`src/rtl/exec_stage_pkg.sv`:
```
// Shared definitions for the execute stage: ALU command encodings, NZCV bit
// positions and the multiply sequencer state encoding.
package exec_stage_pkg;

  typedef enum logic [3:0] {
    CMD_NOP = 4'd0,
    CMD_MOV = 4'd1,
    CMD_ADD = 4'd2,
    CMD_ADC = 4'd3,
    CMD_SUB = 4'd4,
    CMD_SBC = 4'd5,
    CMD_AND = 4'd6,
    CMD_ORR = 4'd7,
    CMD_EOR = 4'd8,
    CMD_MVN = 4'd9,
    CMD_MUL = 4'd10,
    CMD_CMP = 4'd11,
    CMD_TST = 4'd12,
    CMD_LDR = 4'd13,
    CMD_STR = 4'd14
  } alu_cmd_e;

  localparam int unsigned SR_N = 3;
  localparam int unsigned SR_Z = 2;
  localparam int unsigned SR_C = 1;
  localparam int unsigned SR_V = 0;

  typedef enum logic {
    MUL_IDLE    = 1'b0,
    MUL_HI_HELD = 1'b1
  } mul_state_e;

  // Commands whose C and V come from the adder; all others retain C and V.
  function automatic logic is_arith(input logic [3:0] cmd);
    case (alu_cmd_e'(cmd))
      CMD_ADD, CMD_ADC, CMD_SUB, CMD_SBC,
      CMD_CMP, CMD_LDR, CMD_STR: is_arith = 1'b1;
      default:                   is_arith = 1'b0;
    endcase
  endfunction

endpackage

```
`src/rtl/exec_stage_alu.sv`:
```
// Combinational ALU: result and NZCV candidates for one command.
module alu
  import exec_stage_pkg::*;
#(
  parameter int unsigned WIDTH = 32
) (
  input  logic [WIDTH-1:0] a,
  input  logic [WIDTH-1:0] b,
  input  logic [3:0]       cmd,
  input  logic             c_in,
  output logic [WIDTH-1:0] res,
  output logic             n,
  output logic             z,
  output logic             c,
  output logic             v
);

  alu_cmd_e         op;
  logic             sub;
  logic             cin;
  logic [WIDTH-1:0] op_b;
  logic [WIDTH:0]   sum;

  assign op = alu_cmd_e'(cmd);

  // Subtraction is a + ~b + cin, so one adder yields ARM-style C (no borrow) and V.
  always_comb begin
    sub  = (op == CMD_SUB) || (op == CMD_SBC) || (op == CMD_CMP);
    op_b = sub ? ~b : b;
    case (op)
      CMD_ADC, CMD_SBC: cin = c_in;
      CMD_SUB, CMD_CMP: cin = 1'b1;
      default:          cin = 1'b0;
    endcase
    sum = {1'b0, a} + {1'b0, op_b} + {{WIDTH{1'b0}}, cin};

    res = '0;
    case (op)
      CMD_MOV:                   res = b;
      CMD_MVN:                   res = ~b;
      CMD_AND, CMD_TST:          res = a & b;
      CMD_ORR:                   res = a | b;
      CMD_EOR:                   res = a ^ b;
      CMD_ADD, CMD_ADC, CMD_SUB, CMD_SBC,
      CMD_CMP, CMD_LDR, CMD_STR: res = sum[WIDTH-1:0];
      default:                   res = '0;
    endcase

    n = res[WIDTH-1];
    z = (res == '0);
    c = sum[WIDTH];
    v = (a[WIDTH-1] == op_b[WIDTH-1]) && (sum[WIDTH-1] != a[WIDTH-1]);
  end

endmodule

```
`src/rtl/exec_stage.sv`:
```
// Execute stage: ALU, NZCV register, two-cycle multiply sequencer, branch
// target adder and the EX/MEM pipeline register.
module exec_stage
  import exec_stage_pkg::*;
#(
  parameter int unsigned WIDTH = 32
) (
  input  logic             clk,
  input  logic             rst_n,
  input  logic             freeze,
  input  logic [3:0]       exec_cmd,
  input  logic             mem_r_en,
  input  logic             mem_w_en,
  input  logic             wb_en,
  input  logic             status_w_en,
  input  logic             branch_taken,
  input  logic             dest_plus_one,
  input  logic [3:0]       dest,
  input  logic [WIDTH-1:0] val_rn,
  input  logic [WIDTH-1:0] val2,
  input  logic [WIDTH-1:0] val_rm,
  input  logic [WIDTH-1:0] pc,
  input  logic [23:0]      imm24,
  output logic [3:0]       sr,
  output logic             branch_taken_out,
  output logic [WIDTH-1:0] branch_addr,
  output logic             mul_pending,
  output logic [WIDTH-1:0] em_alu_res,
  output logic [WIDTH-1:0] em_st_val,
  output logic [3:0]       em_dest,
  output logic             em_wb_en,
  output logic             em_mem_r_en,
  output logic             em_mem_w_en
);

  mul_state_e         state_q, state_d;
  logic [WIDTH-1:0]   hi_q, hi_d;
  logic               is_mul, mul1, mul2;
  logic [2*WIDTH-1:0] product;
  logic [WIDTH-1:0]   alu_res, ex_res;
  logic               alu_n, alu_z, alu_c, alu_v;
  logic               wb_ex;
  logic [3:0]         dest_ex;
  logic [3:0]         sr_d;

  alu #(.WIDTH(WIDTH)) u_alu (
    .a    (val_rn),
    .b    (val2),
    .cmd  (exec_cmd),
    .c_in (sr[SR_C]),
    .res  (alu_res),
    .n    (alu_n),
    .z    (alu_z),
    .c    (alu_c),
    .v    (alu_v)
  );

  assign is_mul  = (exec_cmd == CMD_MUL);
  assign mul1    = is_mul && !dest_plus_one;
  assign mul2    = is_mul && dest_plus_one;
  assign product = {{WIDTH{1'b0}}, val_rn} * {{WIDTH{1'b0}}, val2};

  assign branch_addr      = pc + {{(WIDTH-26){imm24[23]}}, imm24, 2'b00};
  assign branch_taken_out = branch_taken && !freeze;
  assign mul_pending      = (state_q == MUL_HI_HELD);

  always_comb begin
    state_d = state_q;
    hi_d    = hi_q;
    if (!freeze) begin
      if (mul1) begin
        state_d = MUL_HI_HELD;
        hi_d    = product[2*WIDTH-1:WIDTH];
      end else if (mul2) begin
        state_d = MUL_IDLE;
      end
    end
  end

  // A MUL2 with no held high word is squashed rather than writing garbage.
  always_comb begin
    ex_res  = alu_res;
    wb_ex   = wb_en;
    dest_ex = dest;
    if (mul1) begin
      ex_res = product[WIDTH-1:0];
    end else if (mul2) begin
      dest_ex = dest + 4'd1;
      if (state_q == MUL_HI_HELD) begin
        ex_res = hi_q;
      end else begin
        ex_res = '0;
        wb_ex  = 1'b0;
      end
    end
  end

  always_comb begin
    sr_d = sr;
    if (status_w_en && !mul2) begin
      sr_d[SR_N] = mul1 ? ex_res[WIDTH-1] : alu_n;
      sr_d[SR_Z] = mul1 ? (ex_res == '0) : alu_z;
      if (is_arith(exec_cmd)) begin
        sr_d[SR_C] = alu_c;
        sr_d[SR_V] = alu_v;
      end
    end
  end

  always_ff @(posedge clk or negedge rst_n) begin
    if (!rst_n) begin
      state_q <= MUL_IDLE;
      hi_q    <= '0;
    end else begin
      state_q <= state_d;
      hi_q    <= hi_d;
    end
  end

  always_ff @(posedge clk or negedge rst_n) begin
    if (!rst_n) begin
      sr          <= '0;
      em_alu_res  <= '0;
      em_st_val   <= '0;
      em_dest     <= '0;
      em_wb_en    <= 1'b0;
      em_mem_r_en <= 1'b0;
      em_mem_w_en <= 1'b0;
    end else if (!freeze) begin
      sr          <= sr_d;
      em_alu_res  <= ex_res;
      em_st_val   <= val_rm;
      em_dest     <= dest_ex;
      em_wb_en    <= wb_ex;
      em_mem_r_en <= mem_r_en;
      em_mem_w_en <= mem_w_en;
    end
  end

endmodule

```
`config.mk`:
```
export PLATFORM = sky130hd
export DESIGN_NAME = exec_stage
export DESIGN_NICKNAME = d
export VERILOG_FILES = /design/src/rtl/exec_stage_pkg.sv /design/src/rtl/exec_stage_alu.sv /design/src/rtl/exec_stage.sv
export SDC_FILE = /design/constraint.sdc
export NUM_CORES = 2
export LEC_CHECK = 0
export BUFFER_PORTS_ARGS = -buffer_cell sky130_fd_sc_hd__clkbuf_2
export CAP_MARGIN = 20
export CORE_UTILIZATION = 55
export DETAILED_ROUTE_END_ITERATION = 6
export GPL_TIMING_DRIVEN = 0
export PLACE_DENSITY = 0.76
export SETUP_SLACK_MARGIN = 0.2
export SYNTH_ARGS = -nofsm -noshare
export SYNTH_HDL_FRONTEND = slang
export SYNTH_SLANG_ARGS = --single-unit
```
`constraint.sdc`:
```
create_clock -name clk -period 3.75 [get_ports clk]
set_input_delay 0.1875 -clock clk [delete_from_list [all_inputs] [get_ports clk]]
set_output_delay 0.1875 -clock clk [all_outputs]
set_load 0.005 [all_outputs]
```
==> results by stage <==
Logic synthesis:
- The synthesized netlist devotes 14.2% of its cell area to simple gates.
- Dividing the synthesized area by the synthesized cell count gives 8.65 um^2.
- For this run, the leading register cell type out of synthesis is dfrtp_1.
- The flip-flop and latch count after synthesis is 108.
- The largest total area in the synthesized netlist belongs to fa_1.
- The number of synthesized flops with an enable pin is 0.
- The largest family of logic cells by synthesized area is adder cells.
- The proportion of register bits with asynchronous set or reset after synthesis is 100%.
- The share of the synthesized netlist area taken by xor and xnor gates is 3.33%.
- Of the total synthesized cell area, the portion taken by full adders, half adders and majority gates is 54.3%.
- The synthesized instance count is 4,865.
- The number of unique standard cell types used by synthesis is 90.
- Summing the areas of all compound-gate instances in the mapped netlist gives 8.96% of the synthesized area.
- The summed instance area of the synthesized netlist is 42,100 um^2.
- After synthesis, the most frequently instantiated cells are inv_1, fa_1, nand2_1.
- The share of the synthesized area in the top cell type is 42.8%.
- In the synthesized netlist, mux cells make up 1.73% of the area.
- Synthesis produced a netlist with a net count of 6,321.
- The number of warnings printed during yosys synthesis is 0.
- The sequential cell area fraction in the yosys report is 6.42%.
- Sorting the synthesized cells by area gives the leading types as fa_1, ha_1, inv_1.
- The cell with the most instances after synthesis is inv_1.

Timing:
- The final critical-path required period is 7.60 ns.
- Setup repair after global routing could not meet its margin everywhere.
- For the pin with the worst max-slew slack, the measured transition is 1.22 ns.
- The achievable clock frequency is 0.132 GHz.
- The number of failing hold endpoints at the final stage is 0.
- The relative slew slack is 18.6%.
- The final hold slack is 0.0537 ns.
- The count of pins over their slew limit came to 0.
- After layout, the worst setup slack is -3.85 ns.
- The final setup violation count is 62.
- The final setup skew is 0.00716 ns.
- The post-route fraction of the period consumed by the critical path is 203%.

Global route:
- The number of antenna violations at the first check in global routing is 4.
- Entering global routing, the biggest net connects 109 pins.
- After global routing the overflow that remains totals 0.
- The number of global-route vias before repair is 40,800.
- Global routing used 49.2% of the available tracks.
- The first global-routing pass estimated 272,000 um of wire.

Die:
- For this configuration, the core starts out at a cell density of 55.5%.
- The floorplan step set the die height to 279 um.
- The number of placement rows is 101.
- The total I/O pin count is 278.
- The total area inside the core boundary comes to 75,800 um^2.
- The floorplan step set the die width to 279 um.
- The floorplan step defined a die boundary enclosing 77,600 um^2.

Job:
- The tool flagged a number of max-cap violations equal to 0.

Setup path:
- The startpoint of the worst register-to-register path is sr[1].
- The classification of the worst setup path is input pin to flip-flop.
- The capture instance of the worst register-to-register path is sr[2].
- The worst reg-to-reg setup slack is -1.43 ns.
- Of all nets on the critical path, the largest fanout is 8.
- The critical path arrival is 7.84 ns.
- The largest incremental delay on the critical path is 0.57 ns.
- The capturing element type of the critical path is a flip-flop.
- The kind of cell with the highest combined delay along the critical path is adder cells.
- The critical path contains buffers and inverters numbering 9 combined.
- On the critical path, the stage with the largest delay is an instance of or4_4.
- The startpoint type of the worst setup path is an input pin.
- The cell type with the highest occurrence count on the critical path is fa_1.
- At the worst endpoint, the required time is 3.99 ns.
- The number of cells on the worst reg-to-reg path is 17.

Min path:
- The worst hold path terminates at em_st_val[16].
- Along the worst hold path, the cell count comes to 2.
- The tightest min-delay check is of the input pin to flip-flop type.
- In this run the most critical hold path is launched from val_rm[16].

CTS:
- TritonCTS built the clock tree.
- The number of clock sinks is 108.
- Buffers inserted during clock tree synthesis total 9.
- The root buffer cell is clkbuf_16.
- The H-tree generated during clock tree synthesis spans 3 levels.
- After clock tree synthesis, the clock-pin slew on the worst setup and hold paths is 0.08 ns.
- Counting along the longest clock path gives a buffer depth of 2.
- The clock latency of the later-clocked register in the worst-skew pair is 0.36 ns.

Layout:
- The count of non-filler cells in the finished layout is 6,419.
- Compared with the post-synthesis result, the final layout area differs by 28.2%.
- The layout has 5,588 filler cells.
- After the last flow step, the layout net total stands at 6,888.
- The area of all placed cells without fillers is 53,900 um^2.
- Cells with a size suffix above 1 make up 24.4% of the layout.

Routing:
- The residual antenna-violating net count after detailed routing is 0.
- The average wire length per cell after detail routing is 29.8 um.
- The post-detailed-route via-to-cell ratio is 6.24.
- The first detailed-routing pass ran for 7 iterations.
- The routed layout has 40,100 vias.
- The first routing iteration left 5,271 violations.
- The post-detailed-routing wire length is 191,000 um.
- After detailed routing, the number of remaining DRC violations is 11.

Outcome:
- The final reports fail on design-rule violations, negative setup slack.
- The run finished, with violations left.

Placed design:
- The final estimated routing congestion in global placement is 1.09.
- The wire-length estimate of the detail-placed layout is 149,000 um.
- The post-place setup slack is -5.29 ns.
- The cell area reported after detailed placement is 46,500 um^2.
- Input and output buffers added on the ports amount to 272.
- The placed cell count is 6,117.
-- worst reg2reg max path, cell delays in order (launching register included) --
cell       delay, ns
dfrtp_1         0.51
o211ai_1        0.24
o31a_1          0.23
fa_1            0.21
inv_1           0.06
fa_1            0.45
a21o_1          0.27
a221oi_4        0.41
xnor2_1         0.16
a221oi_2        0.41
o211ai_1        0.20
nor4_1          0.53
nand4_1         0.23
a2111oi_4       0.37
nand4b_1        0.21
nor4b_4         0.29
nand4_1         0.11
o31ai_1         0.21
-- registers in the layout, indices dropped and copies added, names as in the netlist --
| register | cells |
|---|---|
| em_alu_res | 32 |
| em_dest | 4 |
| em_mem_r_en | 1 |
| em_mem_w_en | 1 |
| em_st_val | 32 |
| em_wb_en | 1 |
| hi_q | 32 |
| mul_pending | 1 |
| sr | 4 |
-- area by class of cell --
class	instances	area [um^2]	share of cell area, %
Antenna cell	4	10.0	0.0186
Multi-Input combinational cell	3522	37600	69.7
Buffer	269	3560	6.60
Inverter	966	4100	7.60
Sequential cell	108	2700	5.01
Timing Repair Buffer	556	4440	8.23
Clock inverter	6	67.6	0.125
Tap cell	978	1220	2.27
Clock buffer	10	229	0.424
-- worst max-delay path by stage --
stage                     from  endpoint  slack [ns]  cells after the start
detailed placement    val2[17]  hi_q[13]       -5.29                     27
floorplan           val_rn[13]     sr[2]       -3.20                     27
global route        val_rn[10]  hi_q[25]       -3.92                     31
finish               val_rn[8]  hi_q[25]       -3.85                     30
CTS                 val_rn[13]     sr[2]       -3.80                     28
global placement      val2[10]  hi_q[28]       -5.20                     29
-- layer usage --
metal | up-vias | GRT usage [%] | part of all wire [%]
met3 | 983 | 18.6 | 15
met4 | 10 | 35.5 | 9.7
met2 | 3279 | 69.1 | 40
met5 | - | 0 | 0.11
met1 | 19700 | 62.1 | 35
li1 | 16100 | - | -
-- through the flow --
stage,setup TNS [ns],utilization (%)
4_1_cts,-179.11,69.6
6_report,-191.54,71.2
5_1_grt,-196.31,71.1
3_5_place_dp,-261.15,61.3
3_3_place_gp,-257.84,61.3
2_1_floorplan,-145.68,-
-- cells in the final DEF (no fill, tap or decap), types with 17 or more instances in the layout --
master	n
a21o_1	44
a21oi_1	85
a21oi_2	27
buf_12	43
buf_4	232
buf_6	56
buf_8	29
clkbuf_1	41
clkbuf_16	79
clkbuf_2	235
clkbuf_4	28
clkbuf_8	64
dfrtp_1	108
fa_1	844
fa_2	55
ha_1	343
ha_4	40
inv_1	887
inv_2	28
mux2_2	46
nand2_1	701
nand3_1	35
nand4_1	17
nor2_1	445
nor2_2	49
nor2_4	22
nor2b_1	21
nor3_1	21
o211ai_1	23
o21a_1	18
o21ai_0	52
o21ai_1	40
o21ai_2	22
o22ai_1	25
xnor2_1	90
xnor2_4	18
xor2_1	23
-- repair_timing --
| action | CTS | global route |
|---|---|---|
| hold endpoints to repair | 107 | 0 |
| cloned | 0 | 0 |
| pin swaps | 164 | 139 |
| setup endpoints to repair | 69 | 71 |
| resized for setup | 842 | 214 |
| setup buffers | 227 | 54 |
| hold buffers | 1 | 0 |
-- kinds of logic after synthesis --
family | after synthesis
buffers and inverters | 1235
and+or+nand+nor | 1450
DFF | 108
adders and majority gates | 1287
xor gates and xnor gates | 160
muxes | 66
AOI/OAI and AO/OA | 559
Power is left out: the tool's default activity adds up to more than one toggle a clock period on the data nets, which glitch-free logic cannot reach.
